`src/rtl/scalar_writeback.sv`:
```
// scalar_writeback: arbitrates ALU results and in-order load returns onto one register-file write port,
// tracking outstanding load destinations in a tag FIFO plus a one-entry return skid.
module scalar_writeback #(
  parameter int BITS  = 32,
  parameter int DEPTH = 4
) (
  input  logic            clk,
  input  logic            rst_n,
  input  logic            alu_we,
  input  logic [3:0]      alu_a3,
  input  logic [BITS-1:0] alu_wd,
  input  logic            ld_issue,
  input  logic [3:0]      ld_rd,
  output logic            ld_issue_ready,
  input  logic            ld_valid,
  input  logic [BITS-1:0] ld_data,
  output logic            ld_ready,
  output logic            we3,
  output logic [3:0]      a3,
  output logic [BITS-1:0] wd3,
  output logic [15:0]     busy,
  output logic            waw,
  output logic            illegal_wr
);
  localparam int AW = $clog2(DEPTH);
  logic [3:0]      mem [DEPTH];
  logic [AW:0]     wp, rp, cnt;
  logic [AW-1:0]   idx;
  logic            skid_v, push, pop, sel_v;
  logic [3:0]      skid_tag, sel_a;
  logic [BITS-1:0] skid_data, sel_d;
  assign cnt            = wp - rp;
  assign ld_issue_ready = cnt != (AW+1)'(DEPTH);
  assign ld_ready       = cnt != '0 && !skid_v;
  assign push           = ld_issue && ld_issue_ready;
  assign pop            = ld_valid && ld_ready;
  assign sel_v          = alu_we || skid_v;
  assign sel_a          = alu_we ? alu_a3 : skid_tag;
  assign sel_d          = alu_we ? alu_wd : skid_data;
  // Every queued tag and the skid tag mark their register busy; duplicates simply OR together.
  always_comb begin
    busy = skid_v ? 16'(1) << skid_tag : '0;
    idx  = '0;
    for (int i = 0; i < DEPTH; i++) begin
      idx = rp[AW-1:0] + AW'(i);
      if ((AW+1)'(i) < cnt) busy = busy | (16'(1) << mem[idx]);
    end
  end
  always_ff @(posedge clk)
    if (push) mem[wp[AW-1:0]] <= ld_rd;
  always_ff @(posedge clk or negedge rst_n) begin
    if (!rst_n) begin
      wp         <= '0;
      rp         <= '0;
      skid_v     <= 1'b0;
      skid_tag   <= '0;
      skid_data  <= '0;
      we3        <= 1'b0;
      a3         <= '0;
      wd3        <= '0;
      waw        <= 1'b0;
      illegal_wr <= 1'b0;
    end else begin
      if (push) wp <= wp + 1'b1;
      if (pop) begin
        rp        <= rp + 1'b1;
        skid_v    <= 1'b1;
        skid_tag  <= mem[rp[AW-1:0]];
        skid_data <= ld_data;
      end else if (skid_v && !alu_we) skid_v <= 1'b0;
      // r15 is not writable: the slot is consumed but the write is dropped and flagged.
      we3        <= sel_v && sel_a != 4'hF;
      illegal_wr <= sel_v && sel_a == 4'hF;
      waw        <= alu_we && alu_a3 != 4'hF && busy[alu_a3];
      if (sel_v && sel_a != 4'hF) begin
        a3  <= sel_a;
        wd3 <= sel_d;
      end
    end
  end
endmodule

```
`config.mk`:
```
export PLATFORM = sky130hd
export DESIGN_NAME = scalar_writeback
export DESIGN_NICKNAME = d
export VERILOG_FILES = /design/src/rtl/scalar_writeback.sv
export SDC_FILE = /design/constraint.sdc
export NUM_CORES = 1
export LEC_CHECK = 0
export ABC_AREA = 1
export CAP_MARGIN = 20
export CORE_UTILIZATION = 41
export DETAILED_ROUTE_END_ITERATION = 12
export GPL_TIMING_DRIVEN = 1
export PLACE_DENSITY = 0.82
export SYNTH_ARGS = -nofsm -noshare
export SYNTH_HDL_FRONTEND = slang
export SYNTH_SLANG_ARGS = --single-unit
```
`constraint.sdc`:
```
create_clock -name clk -period 2.22 [get_ports clk]
set_input_delay 0.444 -clock clk [delete_from_list [all_inputs] [get_ports clk]]
set_output_delay 0.444 -clock clk [all_outputs]
set_load 0.02 [all_outputs]
```
==> metrics, run 1 <==
status complete, but fails checks; failing checks negative setup slack; share of cells above drive strength 1 25.8%; Peak VDD IR 0.757 mV; GP Congestion 0.998; drt pass-1 iters 6; cts hold-fix bufs 0; DIE HEIGHT ~120 µm; die width 119 µm; share of the synthesized area in the top cell type between 30% and 40%; dpl ws -642 ps; Seq/Total Area, Yosys a little under half; clk buf depth 2; GRT busiest layer met2; worst slew pin tran 579 ps; Cells after Synth ~790; final setup margin -700 ps; first-pass GRT wire length 29400 µm; I/O pin total 134; CTS root buffer clkbuf_16; MaxCap Viol Count 0; Ys Warns 0; Distinct cells, synth 32; Clock Skew approximately 15 ps; Clock transition at path regs 70 ps; DRT iter0 DRCs between 400 and 500; Crit. End Element primary output; cell taking the most area after synthesis dfrtp_1; initial antenna violation count 1; Worst R2R Start rp[0]$_DFFE_PN0P_; r2r worst-path depth 20; power share of the combinational group 73.9%; final setup vio count just under 80; Internal 9.37 mW; drt drc 0; Area growth syn-to-layout 62.3%; Critical path origin rp[0]$_DFFE_PN0P_; overflow left after global routing 0; routed vias/inst 5.13; final hold violation count 0; clock tree sinks 98; DR WL/cell 15.7 µm; largest cells by area after synthesis dfrtp_1, nand2_1, nor2_1; FF+latch area 2530 µm²; sequential share of power between 10% and 20%; Worst R2R Setup Slack -540 ps; Leak about 4.4 nW; total number of vias roughly 6200; NetSw a little over 8 mW; Max Slew Vio Count 0; # rows 42; fillers 1043; Worst Hold Class input pin to asynchronous set/reset pin; critical path arrival 2480 ps; CP required 1780 ps; Peak Freq between 300 and 400 MHz; nets 1106; PD cells 1940 nW/µm²; Port Buffers ~130; r2r endpoint waw$_DFF_PN0_; vias in the first global route 5885; Yosys reg bits 98; H-tree Lvls 3; worst-skew pair later-pin latency 350 ps; most common cell after layout, fill and taps aside nand2_1; Core Area 13300 µm²; Worst Path Max Fanout 5; Synth Net Count about 900; met1 Usage GRT 33.5%; Startpoint Class flip-flop; Post-Syn Area between 5000 and 6000 µm²; switching fraction of total power 46.7%; Setup CP Type flip-flop to primary output; total power draw 17.6 mW; Synth Area per Inst 7.04 µm²; CTS buffer count 9; M2 GR Usage between 40 and 50%; Initial Util 42.1%; met3 Usage GRT 3.91%; final wirelength between 15000 and 20000 µm; area of the die around 14000 µm²; period utilization 132%; final critical-path required period 2920 ps; largest net degree at the start of global routing 37; Slew HR between 60 and 70%; DP HPWL 12300 µm; area of the multi-input gates about 3200 µm²; Clk pwr share 8.5%; most frequent cells in the layout nand2_1, clkdlybuf4s50_1, nor2_1; RSZ-0062 raised after global routing yes; TritonCTS clock tree built; ANT nets after route 0; GRT Total Usage 26.8%
[sequential cells by signal, summed over array words and instances, names as in the netlist, 3 cells and up]
register   flops
skid_data     32
wd3           32
mem           16
a3             4
skid_tag       4
rp             3
wp             3
[repair_timing]
| action | CTS | global route |
|---|---|---|
| pin swaps | 37 | 39 |
| resized for setup | 166 | 76 |
| setup buffers | 19 | 13 |
| cloned | 10 | 0 |
| hold endpoints to repair | 0 | 0 |
| setup endpoints to repair | 76 | 78 |
[kinds of logic after synthesis]
kind of cell,count (synthesis),share of synthesized area (%)
AO/OA/AOI/OAI,62,6.80
XOR/XNOR,4,0.626
adder cells (fa/ha/maj),7,1.70
buffers and inverters,85,6.24
flip-flops,98,45.3
multiplexers,4,0.805
AND/OR/NAND/NOR,534,38.5
[power by group through the flow]
stage,clock [mW],combinational [mW],sequential (mW)
4_1_cts,1.52,11.6,3.05
6_report,1.50,13.0,3.09
2_1_floorplan,0,5.17,3.42
5_1_grt,1.60,13.9,3.18
3_5_place_dp,0,9.62,3.08
3_3_place_gp,0,9.48,3.04
[worst max-delay path, cell delays in order, from the launching register on]
cell     delay (ps)
dfrtp_1         440
ha_2            200
fa_2            580
nand2_2          80
inv_4            70
nand3_4         100
nand2_4         120
inv_4            50
nand2_1          80
nand2_2          80
nor2_4          130
nand2_2          60
buf_6           130
[layout make-up]
class | count | share of cell area (%)
Multi-Input combinational cell | 611 | 35.1
Sequential cell | 98 | 27.9
Clock buffer | 9 | 2.48
Tap cell | 176 | 2.43
Inverter | 55 | 2.50
Antenna cell | 1 | 0.0276
Timing Repair Buffer | 247 | 28.9
Clock inverter | 7 | 0.648
[metrics by stage]
step                      instances  hold slack, ps  setup TNS, ps  instance area (µm²)  utilization, %
after global placement         1149             403         -13850                 7780            58.5
after floorplan                 794             148           -568                 5730               -
after CTS                      1190            23.7         -30280                 8700            65.4
after detailed placement       1149             406         -18370                 7780            58.5
after global routing           1204            39.1         -43190                 9070            68.3
final                          1204            21.0         -36760                 9070            68.3
[cells in the mapped netlist]
cell type	number
clkbuf_1	15
nand4_1	7
inv_2	8
a21oi_1	6
a31oi_1	32
nor2_1	130
nand3_2	1
ha_1	6
o22ai_1	1
a2bb2oi_1	1
o21ai_2	5
or2_2	1
dfrtp_1	82
mux2_2	4
nor2_2	1
nor4_1	1
inv_1	47
fa_1	1
o21ai_1	2
nand3_1	72
buf_6	1
buf_4	2
nand2_1	307
nand2_2	6
o2111ai_1	1
o21a_1	1
o21ai_0	13
nand3b_1	2
nor3_1	6
buf_2	12
xor2_1	4
edfxtp_1	16
[worst max path at each step]
stage               cells after the start  slack (ps)       end
floorplan                              11         -70  busy[11]
global placement                       10        -610   busy[5]
detailed placement                     11        -640   busy[0]
CTS                                    12        -670  busy[11]
global route                           12        -800  busy[11]
finish                                 12        -700  busy[14]
[metal layers]
metal | part of all wire [%] | vias to the layer above | wire length [µm]
li1 | - | 3008 | -
met5 | 0 | - | 0
met4 | 4.1 | 0 | 777
met2 | 49 | 253 | 9370
met1 | 42 | 2854 | 7880
met3 | 4.9 | 64 | 927
Power figures use the tool's default switching activity.
==> inputs of run 2 (changes only) <==
ABC_CLOCK_PERIOD_IN_PS = 2220   (was not set)
==> results of run 2 <==
Same layout as run 1: the final DEF is identical, and so are final timing and power.
